$ cat config.mk
export PLATFORM = sky130hd
export DESIGN_NAME = uart_text_writer_flat
export DESIGN_NICKNAME = d
export VERILOG_FILES = /design/src/rtl/text_buf_pkg.sv /design/src/rtl/uart_text_writer_if.sv /design/src/rtl/byte_edge_detect.sv /design/src/rtl/uart_text_writer.sv /design/src/flat_wrapper.sv
export SDC_FILE = /design/constraint.sdc
export NUM_CORES = 1
export LEC_CHECK = 0
export ABC_CLOCK_PERIOD_IN_PS = 3400
export BUFFER_PORTS_ARGS = -buffer_cell sky130_fd_sc_hd__buf_4
export CAP_MARGIN = 20
export CORE_ASPECT_RATIO = 1.75
export CORE_MARGIN = 3
export CORE_UTILIZATION = 55
export CTS_CLUSTER_DIAMETER = 100
export CTS_CLUSTER_SIZE = 8
export DETAILED_ROUTE_END_ITERATION = 16
export PLACE_DENSITY = 0.78
export SKIP_LAST_GASP = 1
export SYNTH_ARGS = -nofsm -noshare
export SYNTH_HDL_FRONTEND = slang
export SYNTH_SLANG_ARGS = --single-unit
$ cat constraint.sdc
create_clock -name clk -period 3.4 [get_ports clk]
set_clock_uncertainty 0.1 [all_clocks]
set_input_delay 0.34 -clock clk [delete_from_list [all_inputs] [get_ports clk]]
set_output_delay 0.34 -clock clk [all_outputs]
set_load 0.02 [all_outputs]
$ cat src/rtl/text_buf_pkg.sv
// text_buf_pkg: grid geometry, ASCII control codes and FSM states of the UART text writer (no ports)
package text_buf_pkg;
    localparam int COLS = 32;
    localparam int ROWS = 4;
    localparam int COL_W = $clog2(COLS);
    localparam int ROW_W = $clog2(ROWS);
    localparam logic [7:0] CLEAR_CHAR = 8'h20;
    localparam logic [7:0] ASCII_BS = 8'h08;
    localparam logic [7:0] ASCII_LF = 8'h0A;
    localparam logic [7:0] ASCII_FF = 8'h0C;
    localparam logic [7:0] ASCII_CR = 8'h0D;
    localparam logic [7:0] PRINT_LO = 8'h20;
    localparam logic [7:0] PRINT_HI = 8'h7E;
    typedef enum logic [1:0] {ST_CLEAR, ST_IDLE, ST_EXEC} state_t;
    function automatic logic is_printable(input logic [7:0] b);
        return b >= PRINT_LO && b <= PRINT_HI;
    endfunction
endpackage

$ cat src/rtl/uart_text_writer_if.sv
// uart_text_writer_if: UART byte input, text RAM write port and status of the text writer
//   rx_data/rx_valid: received byte and level strobe
//   wr_en/wr_row/wr_col/wr_data: RAM write port; cur_row/cur_col: cursor; busy: clear sweep; overflow: dropped byte
interface uart_text_writer_if;
    import text_buf_pkg::*;
    logic [7:0]       rx_data;
    logic             rx_valid;
    logic             wr_en;
    logic [ROW_W-1:0] wr_row;
    logic [COL_W-1:0] wr_col;
    logic [7:0]       wr_data;
    logic [ROW_W-1:0] cur_row;
    logic [COL_W-1:0] cur_col;
    logic             busy;
    logic             overflow;
    modport master (input rx_data, rx_valid,
                    output wr_en, wr_row, wr_col, wr_data, cur_row, cur_col, busy, overflow);
    modport slave  (output rx_data, rx_valid,
                    input wr_en, wr_row, wr_col, wr_data, cur_row, cur_col, busy, overflow);
endinterface

$ cat src/rtl/byte_edge_detect.sv
// byte_edge_detect: one-cycle byte event on the rising edge of rx_valid, with the byte alongside
//   clk, reset (sync, active-low); rx_valid, rx_data in; pulse, data out
module byte_edge_detect (
    input  logic       clk,
    input  logic       reset,
    input  logic       rx_valid,
    input  logic [7:0] rx_data,
    output logic       pulse,
    output logic [7:0] data
);
    logic prev;
    // History resets high so a byte still strobed across reset is not taken as new
    always_ff @(posedge clk) prev <= !reset ? 1'b1 : rx_valid;
    assign pulse = rx_valid & ~prev;
    assign data = rx_data;
endmodule

$ cat src/rtl/uart_text_writer.sv
// uart_text_writer: turns received bytes into text RAM writes and cursor moves, with clear sweeps
//   clk, reset (sync, active-low); bus: uart_text_writer_if.master (rx in, RAM write/cursor/status out)
module uart_text_writer
    import text_buf_pkg::*;
(
    input logic               clk,
    input logic               reset,
    uart_text_writer_if.master bus
);
    logic ev;
    logic [7:0] ev_data;
    state_t state;
    logic slot_full;
    logic [7:0] slot;
    logic [ROW_W+COL_W-1:0] clr_idx;
    logic [ROW_W-1:0] bs_row;
    logic [COL_W-1:0] bs_col;

    byte_edge_detect u_edge (
        .clk(clk), .reset(reset), .rx_valid(bus.rx_valid), .rx_data(bus.rx_data),
        .pulse(ev), .data(ev_data)
    );

    // Backspace target: step left, wrap to the end of the previous row, pin at the origin
    always_comb begin
        bs_col = bus.cur_col != '0 ? bus.cur_col - 1'b1 : (bus.cur_row != '0 ? COL_W'(COLS - 1) : '0);
        bs_row = (bus.cur_col == '0 && bus.cur_row != '0) ? bus.cur_row - 1'b1 : bus.cur_row;
    end

    always_ff @(posedge clk) begin
        if (!reset) begin
            state <= ST_CLEAR;
            clr_idx <= '0;
            slot_full <= 1'b0;
            slot <= '0;
            bus.overflow <= 1'b0;
            bus.wr_en <= 1'b0;
            bus.wr_row <= '0;
            bus.wr_col <= '0;
            bus.wr_data <= '0;
            bus.cur_row <= '0;
            bus.cur_col <= '0;
            bus.busy <= 1'b1;
        end else begin
            bus.wr_en <= 1'b0;
            bus.busy <= state == ST_CLEAR;
            // EXEC frees the slot on this edge, so a byte arriving now refills it instead of dropping
            if (ev) begin
                if (slot_full && state != ST_EXEC) bus.overflow <= 1'b1;
                else begin
                    slot_full <= 1'b1;
                    slot <= ev_data;
                end
            end else if (state == ST_EXEC) slot_full <= 1'b0;
            case (state)
                ST_CLEAR: begin
                    bus.wr_en <= 1'b1;
                    {bus.wr_row, bus.wr_col} <= clr_idx;
                    bus.wr_data <= CLEAR_CHAR;
                    clr_idx <= clr_idx + 1'b1;
                    if (&clr_idx) begin
                        bus.cur_row <= '0;
                        bus.cur_col <= '0;
                        state <= (slot_full || ev) ? ST_EXEC : ST_IDLE;
                    end
                end
                ST_IDLE: if (slot_full || ev) state <= ST_EXEC;
                ST_EXEC: begin
                    state <= ST_IDLE;
                    if (is_printable(slot)) begin
                        bus.wr_en <= 1'b1;
                        bus.wr_row <= bus.cur_row;
                        bus.wr_col <= bus.cur_col;
                        bus.wr_data <= slot;
                        bus.cur_col <= bus.cur_col + 1'b1;
                        if (&bus.cur_col) bus.cur_row <= bus.cur_row + 1'b1;
                    end else if (slot == ASCII_CR) bus.cur_col <= '0;
                    else if (slot == ASCII_LF) bus.cur_row <= bus.cur_row + 1'b1;
                    else if (slot == ASCII_BS) begin
                        bus.wr_en <= 1'b1;
                        bus.wr_row <= bs_row;
                        bus.wr_col <= bs_col;
                        bus.wr_data <= CLEAR_CHAR;
                        bus.cur_row <= bs_row;
                        bus.cur_col <= bs_col;
                    end else if (slot == ASCII_FF) begin
                        state <= ST_CLEAR;
                        clr_idx <= '0;
                    end
                end
                default: state <= ST_CLEAR;
            endcase
        end
    end
endmodule
$ cat src/flat_wrapper.sv
// flat-port wrapper written by rule: the top's interface ports become plain ports
module uart_text_writer_flat import text_buf_pkg::*;
  (clk, reset, bus_rx_data, bus_rx_valid, bus_wr_en, bus_wr_row, bus_wr_col, bus_wr_data, bus_cur_row, bus_cur_col, bus_busy, bus_overflow);
  uart_text_writer_if bus_i ();
  input logic clk;
  input logic reset;
  input wire logic [$bits(bus_i.rx_data)-1:0] bus_rx_data;
  input wire logic [$bits(bus_i.rx_valid)-1:0] bus_rx_valid;
  output wire logic [$bits(bus_i.wr_en)-1:0] bus_wr_en;
  output wire logic [$bits(bus_i.wr_row)-1:0] bus_wr_row;
  output wire logic [$bits(bus_i.wr_col)-1:0] bus_wr_col;
  output wire logic [$bits(bus_i.wr_data)-1:0] bus_wr_data;
  output wire logic [$bits(bus_i.cur_row)-1:0] bus_cur_row;
  output wire logic [$bits(bus_i.cur_col)-1:0] bus_cur_col;
  output wire logic [$bits(bus_i.busy)-1:0] bus_busy;
  output wire logic [$bits(bus_i.overflow)-1:0] bus_overflow;
  assign bus_i.rx_data = bus_rx_data;
  assign bus_i.rx_valid = bus_rx_valid;
  assign bus_wr_en = bus_i.wr_en;
  assign bus_wr_row = bus_i.wr_row;
  assign bus_wr_col = bus_i.wr_col;
  assign bus_wr_data = bus_i.wr_data;
  assign bus_cur_row = bus_i.cur_row;
  assign bus_cur_col = bus_i.cur_col;
  assign bus_busy = bus_i.busy;
  assign bus_overflow = bus_i.overflow;
  uart_text_writer u_core (.clk(clk), .reset(reset), .bus(bus_i));
endmodule
==> impl_metrics.toml, run 1 <==
[floorplan]
die_area_sq_um = 4920
fp.dieW_um = 54.3
die_h_um = 90.5
rows = 30
initial_utilization = 0.575
coreArea_sq_um = 3900
ioPinCount = 36

[final_layout]
n_antenna_cell = 0
regArea_sq_um = 881
multi_input_area_sq_um = 1240
finish.utilization = 0.672
nFillCells = 356
layout_commonest_cell = "dfxtp_1"
nNetsFinal = 312
drive_gt1_frac = 0.192
final_cell_mix = "dfxtp_1, buf_4, nor2_1"
area_delta_synth_final_pct = 16.8

[power_and_ir_drop]
swShare = 0.239
seqPwrFrac = 0.525
irDropWorstVdd_mv = 0.445
p_leak_uw = 0.00103
cell_internal_pwr_uw = 779
net-switching-power_uw = 245
clkPwrFrac = 0.403
pwr_density_cell_nw_per_um2 = 390
power_frac_comb = 0.072

[yosys]
yosysSeqAreaShare = 0.392
ys.warnings.count = 0
postSynthAreaPerCell_sq_um = 8.35
ys_async_sr_fraction = 0
synth_flop_cell = "dfxtp_1"
synth_edf_count = 0
synth.distinct_cells = 54
ys_seq_elements = 44
syn_inst = 269
syn-cell-area_sq_um = 2250
syn_nets = 285

[clock_network]
cts_buffers = 5
cts-root-buf = "clkbuf_8"
cts_resized = 0
clockBufferDepth = 2
post-cts-setup-buffers = 0
clk_latency_ps = 300
clk_pin_slew_ps = 80
cts.htree.levels = 2
clock_sinks = 44
cts_tree = "yes"
hold_buffers = 0

[grt]
grt_pass1_wl_mm = 9.26
grtUsageTotal = 0.249
first_global_vias = 1949
grt_overflow = 0
antenna_found_initial = 0
grt_max_degree = 23

[sta]
setup_viol = 0
hold_viol = 0
max_slew_margin = 0.517
fin_crit_sh = 0.664
slew_viol_final = 0
fmax_mhz = 443
finalCriticalPeriod_ps = 2260
fin_setup_tns_ps = 0
rsz0062_at_grt = "false"
worst_slew_pin_slew_ps = 723

[worst_setup_path]
ff2ff_setup_slack_ps = 1140
critPathArrivalTime_ps = 2350
cp-start-kind = "register"
critical_path_class = "register to register"
cp_max_fo = 19
cp-end-kind = "register"
worstPathRequired_ps = 3490

[hold_path]
min_path_type = "primary input to register"

[route]
drt_first_pass_iters = 6
vias = 2078
wire_per_inst_um = 16.1
drc = 0
drtIter0Drc = 62
via_per_inst = 6.02
routed_wl_mm = 5.57
ant_nets = 0

[place]
place_congestion = 0.958
io_buffers = 35
hpwlAfterDp_mm = 4.16

[flow_run]
maxCapViolations = 0

[status]
outcome = "complete, no violations"
==> sequential cells by signal, summed over array words and instances (netlist names), 2 cells and up <==
| name | cells |
|---|---|
| u_core.bus.wr_data | 8 |
| u_core.slot | 8 |
| u_core.clr_idx | 7 |
| u_core.bus.cur_col | 5 |
| u_core.bus.wr_col | 5 |
| u_core.bus.cur_row | 2 |
| u_core.bus.wr_row | 2 |
| u_core.state | 2 |
==> layout make-up <==
cell class	count	area share
repair buffers	38	0.109
well taps	48	0.0229
flip-flops and latches	44	0.336
inverters	12	0.0172
clock inverters	3	0.0177
multi-input cells	195	0.471
clock buffers	5	0.0262
==> worst max-delay path: stages, from the launching register on <==
cell and delay (ps):
dfxtp_1 380, and3_1 210, a211oi_4 640, a21oi_1 230, a221o_1 380, a32o_1 200
==> metal layers <==
| metal | routed length, um | track usage | vias up |
|---|---|---|---|
| li1 | - | - | 1030 |
| met1 | 2150 | 0.290 | 939 |
| met2 | 2870 | 0.403 | 83 |
| met3 | 265 | 0.0446 | 26 |
| met4 | 280 | 0.148 | 0 |
| met5 | 0 | 0 | - |
==> cell usage after synthesis (all sizes together) (2+ instances only) <==
cell type / instances / area share
clkbuf: 13 / 0.022
ha: 5 / 0.028
o211ai: 2 / 0.0067
o22ai: 5 / 0.014
a21oi: 19 / 0.044
o31ai: 3 / 0.010
nor2b: 2 / 0.0056
buf: 5 / 0.016
a22oi: 8 / 0.027
o2bb2ai: 2 / 0.0078
nand2b: 5 / 0.017
nand2: 12 / 0.020
nand3: 13 / 0.029
o21ai: 15 / 0.033
a2bb2oi: 2 / 0.0078
nor3: 11 / 0.025
xnor2: 3 / 0.012
a211o: 2 / 0.0078
a211oi: 4 / 0.019
mux2i: 11 / 0.049
nor2: 36 / 0.064
o21bai: 2 / 0.0067
and3: 5 / 0.014
and4: 2 / 0.0089
a31oi: 6 / 0.017
inv: 11 / 0.018
or4: 2 / 0.0067
dfxtp: 44 / 0.39
==> cells by family after synthesis <==
logic type,synth area share
xor+xnor,0.0117
flops,0.392
compound gates,0.241
fa+ha+maj,0.0279
simple gates,0.216
buf+inv,0.0574
mux,0.0540
==> power by group through the flow <==
stage / clock, uW / sequential (uW) / combinational [uW]
2_1_floorplan: 0 / 550 / 46.5
3_3_place_gp: 0 / 549 / 72.4
3_5_place_dp: 0 / 550 / 73.8
4_1_cts: 420 / 538 / 74.1
5_1_grt: 443 / 540 / 82.1
6_report: 412 / 538 / 73.9
==> per-stage QoR <==
step                total power [uW]  setup WS, ps  instance area (sq um)  hold slack [ps]  instances
floorplan                        597          1220                   2250              341        269
global placement                 622          1200                   2510              360        337
detailed placement               624          1180                   2510              365        337
CTS                             1030          1160                   2620              132        345
global route                    1070          1010                   2620              150        345
finish                          1020          1140                   2620              135        345
==> worst paths after layout <==
| kind | cells after the start | to | start |
|---|---|---|---|
| setup / recovery | 5 | u_core.bus.cur_row[0] | u_core.slot[1] |
| hold / removal | 2 | u_core.u_edge.prev | bus_rx_valid |
| setup reg to reg | 5 | u_core.bus.cur_row[0] | u_core.slot[1] |
| hold reg to reg | 2 | u_core.bus.wr_col[4] | u_core.bus.wr_col[4] |
(Power assumes the default switching activity.)
==> run 2: changes to the inputs <==
--- a/config.mk
+++ b/config.mk
@@ -5,7 +5,8 @@
 export SDC_FILE = /design/constraint.sdc
 export NUM_CORES = 1
 export LEC_CHECK = 0
-export ABC_CLOCK_PERIOD_IN_PS = 3400
+export ABC_AREA = 1
+export ABC_CLOCK_PERIOD_IN_PS = 2100
 export BUFFER_PORTS_ARGS = -buffer_cell sky130_fd_sc_hd__buf_4
 export CAP_MARGIN = 20
 export CORE_ASPECT_RATIO = 1.75
@@ -14,7 +15,7 @@
 export CTS_CLUSTER_DIAMETER = 100
 export CTS_CLUSTER_SIZE = 8
 export DETAILED_ROUTE_END_ITERATION = 16
-export PLACE_DENSITY = 0.78
+export PLACE_DENSITY = 0.77
 export SKIP_LAST_GASP = 1
 export SYNTH_ARGS = -nofsm -noshare
 export SYNTH_HDL_FRONTEND = slang
==> constraint.sdc (replaced) <==
create_clock -name clk -period 2.1 [get_ports clk]
set_clock_uncertainty 0.1 [all_clocks]
set_input_delay 0.21 -clock clk [delete_from_list [all_inputs] [get_ports clk]]
set_output_delay 0.21 -clock clk [all_outputs]
set_load 0.02 [all_outputs]
==> impl_metrics.toml, run 2 <==
[status]
outcome = "complete, no violations"

[yosys]
syn-cell-area_sq_um = 2460
yosysMostFrequentCell = "nand2_1"
synth_flop_cell = "dfxtp_1"
synth_top_area_cell = "dfxtp_1"
postSynthAreaPerCell_sq_um = 6.66
synth_area_leaders = "dfxtp_1, nand2_1, nor2_1, inv_1, a21oi_1"
synth_edf_count = 0
synth_common_cells = "nand2_1, nor2_1, dfxtp_1"
ys_async_sr_fraction = 0
ys.warnings.count = 0
syn_inst = 369
ys_seq_elements = 44
syn_nets = 385
netlist.area_leader.share = 0.358
yosysSeqAreaShare = 0.358
synth.distinct_cells = 32

[route]
drc = 0
routed_wl_mm = 6.39
vias = 2425
drtIter0Drc = 109
ant_nets = 0
wire_per_inst_um = 14.0
drt_first_pass_iters = 4
via_per_inst = 5.32

[clock_network]
cts.htree.levels = 2
cts_buffers = 5
clk_pin_slew_ps = 90
cts-root-buf = "clkbuf_8"
clock_sinks = 44
cts_tree = "yes"
cts_resized = 0
clockBufferDepth = 2
clk_latency_ps = 300

[grt]
grt_overflow = 0
antenna_found_initial = 0
grtUsageTotal = 0.252
grt_max_degree = 24
grt_pass1_wl_mm = 10.6
first_global_vias = 2318

[worst_setup_path]
path_delay_family = "simple AND/OR/NAND/NOR gates"
critPathMostFrequentCell = "inv_1"
critPathArrivalTime_ps = 1940
worstReg2RegStart = "u_core.bus.cur_col[0]"
cp-start-kind = "register"
crit_path_max_incr_delay_ps = 500
cp_max_fo = 7
r2r_end = "u_core.bus.cur_row[1]"
cp-end-kind = "register"
critical_path_class = "register to register"
worstPathRequired_ps = 2210
worstPathCellList = "ha_1 > nand2_1 > nor2_1 > ha_1 > inv_1 > nand4_1 > nand3_1 > inv_1 > nand2_1 > inv_1 > nor2_1"
slowest_stage = "dfxtp_1"
crit_buf_inv = 3
r2r_cells = 11
ff2ff_setup_slack_ps = 270

[hold_path]
hp-start = "bus_rx_data[3]"
hold_end = "u_core.slot[3]"
min_path_type = "primary input to register"
hold_depth = 3

[sta]
setup_viol = 0
finalCriticalPeriod_ps = 1830
rsz0062_at_grt = "false"
fin_setup_tns_ps = 0
hold_viol = 0
fin_crit_sh = 0.870
slew_viol_final = 0
worst_slew_pin_slew_ps = 667
fmax_mhz = 548
max_slew_margin = 0.555

[place]
io_buffers = 35
place_congestion = 0.917
hpwlAfterDp_mm = 4.86

[floorplan]
initial_utilization = 0.582
ioPinCount = 36
fp.dieW_um = 56.5
die_h_um = 94.4
rows = 31
die_area_sq_um = 5340
coreArea_sq_um = 4230

[power_and_ir_drop]
clkPwrFrac = 0.388
swShare = 0.246
cell_internal_pwr_uw = 1260
net-switching-power_uw = 412
p_leak_uw = 0.00133
irDropWorstVdd_mv = 0.550
seqPwrFrac = 0.520
power_frac_comb = 0.092
pwr_density_cell_nw_per_um2 = 587

[final_layout]
drive_gt1_frac = 0.204
nFillCells = 389
largest_registers = "u_core.bus.wr_data (8), u_core.slot (8), u_core.clr_idx (7)"
finish.utilization = 0.675
nNetsFinal = 422
layout_commonest_cell = "nand2_1"
area_delta_synth_final_pct = 16.1
n_antenna_cell = 0
final_cell_mix = "nand2_1, nor2_1, dfxtp_1"

[flow_run]
maxCapViolations = 0
[run 2: worst reg2reg max path: stages, from the launching register on]
cell	delay [ps]
dfxtp_1	500
ha_1	220
nand2_1	70
nor2_1	130
ha_1	160
inv_1	60
nand4_1	100
nand3_1	160
inv_1	110
nand2_1	50
inv_1	50
nor2_1	30
[run 2: metal layers]
layer | routed length [um] | vias to the layer above | GRT usage
met4 | 227 | 0 | 0.127
met5 | 0 | - | 0
li1 | - | 1243 | -
met3 | 245 | 18 | 0.0356
met2 | 3470 | 61 | 0.462
met1 | 2440 | 1103 | 0.275
[run 2: logic make-up (layout without fill, tap and decap cells)]
logic type / Yosys count / count (layout) / synth area share
compound gates: 58 / 58 / 0.142
xor+xnor: 2 / 2 / 0.00713
fa+ha+maj: 5 / 5 / 0.0254
buf+inv: 54 / 92 / 0.0992
flops: 44 / 44 / 0.358
simple gates: 206 / 206 / 0.368
[run 2: cell type report]
type	instances	area, sq um	area share
multi-input cells	271	1330	0.467
flip-flops and latches	44	881	0.309
repair buffers	39	295	0.103
inverters	45	171	0.0601
clock buffers	5	68.8	0.0241
well taps	49	61.3	0.0215
clock inverters	3	42.5	0.0149
[run 2: worst max-delay path by stage]
stage,from,endpoint,depth (start not counted)
2_1_floorplan,u_core.bus.cur_col[0],u_core.bus.wr_col[4],8
3_3_place_gp,u_core.bus.cur_col[0],u_core.bus.cur_row[1],11
3_5_place_dp,u_core.bus.cur_col[0],u_core.bus.cur_row[1],11
4_1_cts,u_core.bus.cur_col[0],u_core.bus.cur_row[1],11
5_1_grt,u_core.bus.cur_col[0],u_core.bus.cur_row[1],11
6_report,u_core.bus.cur_col[0],u_core.bus.cur_row[1],11
[run 2: stage by stage]
stage,hold WS [ps],instances,area [sq um],total power [uW],worst slack [ps]
6_report,33.5,456,2850,1680,274
5_1_grt,35.7,456,2850,1740,87.9
4_1_cts,28.9,456,2850,1680,289
3_5_place_dp,302,447,2730,1040,301
3_3_place_gp,297,447,2730,1040,312
2_1_floorplan,206,369,2460,996,427
[run 2: power by group through the flow]
stage	logic [uW]	clock network (uW)	registers (uW)
floorplan	102	0	894
global placement	149	0	889
detailed placement	152	0	891
CTS	154	659	871
global route	174	690	873
finish	154	651	871
[run 2: what timing repair did]
item | CTS | global route
hold buffers | 1 | 0
hold endpoints to repair | 1 | 0
setup buffers | 0 | 0
==> run 3: changes to the inputs <==
--- a/config.mk
+++ b/config.mk
@@ -9,13 +9,16 @@
 export ABC_CLOCK_PERIOD_IN_PS = 2100
 export BUFFER_PORTS_ARGS = -buffer_cell sky130_fd_sc_hd__buf_4
 export CAP_MARGIN = 20
+export CELL_PAD_IN_SITES_DETAIL_PLACEMENT = 1
+export CELL_PAD_IN_SITES_GLOBAL_PLACEMENT = 1
 export CORE_ASPECT_RATIO = 1.75
 export CORE_MARGIN = 3
-export CORE_UTILIZATION = 55
+export CORE_UTILIZATION = 40
 export CTS_CLUSTER_DIAMETER = 100
 export CTS_CLUSTER_SIZE = 8
 export DETAILED_ROUTE_END_ITERATION = 16
-export PLACE_DENSITY = 0.77
+export GPL_TIMING_DRIVEN = 1
+export PLACE_DENSITY_LB_ADDON = 0.1
 export SKIP_LAST_GASP = 1
 export SYNTH_ARGS = -nofsm -noshare
 export SYNTH_HDL_FRONTEND = slang
==> impl_metrics.toml, run 3 (synthesis gave the netlist of run 2 again) <==
[floorplan]
ioPinCount = 36
rows = 37
coreArea_sq_um = 5930
fp.dieW_um = 65.3
die_area_sq_um = 7160
die_h_um = 110
initial_utilization = 0.415

[route]
drc = 0
vias = 2425
via_per_inst = 5.03
wire_per_inst_um = 14.8
drt_first_pass_iters = 4
drtIter0Drc = 57
ant_nets = 0
routed_wl_mm = 7.14

[final_layout]
layout_commonest_cell = "nand2_1"
final_cell_mix = "nand2_1, nor2_1, dfxtp_1"
nNetsFinal = 422
area_delta_synth_final_pct = 15.8
n_antenna_cell = 0
drive_gt1_frac = 0.198
finish.utilization = 0.481
largest_registers = "u_core.bus.wr_data (8), u_core.slot (8), u_core.clr_idx (7)"

[sta]
fin_setup_tns_ps = 0
finalCriticalPeriod_ps = 1930
setup_viol = 0
slew_viol_final = 0
max_slew_margin = 0.550
rsz0062_at_grt = "false"
hold_viol = 0
worst_slew_pin_slew_ps = 674
fin_crit_sh = 0.920
fmax_mhz = 518
fin_ws_ps = 169

[power_and_ir_drop]
cell_internal_pwr_uw = 1130
clkPwrFrac = 0.320
irDropWorstVdd_mv = 0.416
pwr_density_cell_nw_per_um2 = 530
power_frac_comb = 0.103
swShare = 0.253
seqPwrFrac = 0.577
p_leak_uw = 0.00131
net-switching-power_uw = 382

[worst_setup_path]
cp-end-kind = "register"
slowest_stage = "dfxtp_1"
worstPathCellList = "inv_1 > ha_1 > nand4_1 > o21ai_0 > nand2_1 > nand3b_1 > nor2_1 > nor2_1"
critPathMostFrequentCell = "nor2_1"
worstPathRequired_ps = 2190
critPathArrivalTime_ps = 2020
cp_max_fo = 7
cp-start-kind = "register"
crit_path_max_incr_delay_ps = 510
critical_path_class = "register to register"
crit_buf_inv = 1
path_delay_family = "simple AND/OR/NAND/NOR gates"

[status]
outcome = "complete, no violations"

[place]
place_congestion = 0.892
io_buffers = 35
dpl_worst_slack_ps = 201
hpwlAfterDp_mm = 5.67

[clock_network]
cts_resized = 0
cts_buffers = 5
clk_latency_ps = 300
cts-root-buf = "clkbuf_8"
cts.htree.levels = 2
clock_sinks = 44
clockBufferDepth = 2
clk_pin_slew_ps = 80
cts_tree = "yes"

[hold_path]
min_path_type = "primary input to register"

[flow_run]
maxCapViolations = 0

[grt]
grt_max_degree = 23
grtUsageTotal = 0.218
first_global_vias = 2513
grt_pass1_wl_mm = 12.0
antenna_found_initial = 0
grt_overflow = 0
-- run 3: layout make-up --
cell class / count / area, sq um
Fill cell: 842 / 3080
Multi-Input combinational cell: 271 / 1330
Sequential cell: 44 / 881
Timing Repair Buffer: 39 / 295
Inverter: 45 / 171
Tap cell: 78 / 97.6
Clock buffer: 5 / 68.8
-- run 3: what timing repair did --
item	CTS	global route
hold buffers	1	0
buffers inserted	0	0
hold endpoints to repair	1	0
-- run 3: path summary, 6_finish.rpt --
kind	start	to	slack [ps]	depth (start not counted)
max	u_core.bus.cur_col[0]	u_core.bus.wr_col[4]	170	8
min	bus_rx_data[3]	u_core.slot[3]	50	3
min reg2reg	u_core.bus.wr_data[7]	u_core.bus.wr_data[7]	350	2
max reg2reg	u_core.bus.cur_col[0]	u_core.bus.wr_col[4]	170	8
-- run 3: per-layer routing --
| layer | vias up | wire [um] | global-route usage | part of all wire |
|---|---|---|---|---|
| li1 | 1239 | - | - | - |
| met1 | 1135 | 2710 | 0.224 | 0.38 |
| met2 | 36 | 4030 | 0.422 | 0.56 |
| met3 | 15 | 186 | 0.0368 | 0.026 |
| met4 | 0 | 210 | 0.0920 | 0.029 |
| met5 | - | 0 | 0 | 0 |
-- run 3: worst reg2reg max path: stages (launching register included) --
cell      delay (ps)
dfxtp_1          510
inv_1            160
ha_1             310
nand4_1          220
o21ai_0          180
nand2_1          100
nand3b_1          70
nor2_1           110
nor2_1            60
-- run 3: power groups by stage --
stage	logic [uW]	registers, uW	clock network, uW
final	156	872	483
after global routing	177	874	537
after CTS	160	872	511
after detailed placement	158	892	0
after global placement	155	891	0
after floorplan	102	894	0
-- run 3: metrics by stage --
stage / std cells / hold slack [ps] / power (uW) / cell area, sq um
2_1_floorplan: 369 / 206 / 996 / 2460
3_3_place_gp: 476 / 292 / 1050 / 2770
3_5_place_dp: 476 / 305 / 1050 / 2770
4_1_cts: 482 / 40.1 / 1540 / 2850
5_1_grt: 482 / 60.5 / 1590 / 2850
6_report: 482 / 50.8 / 1510 / 2850
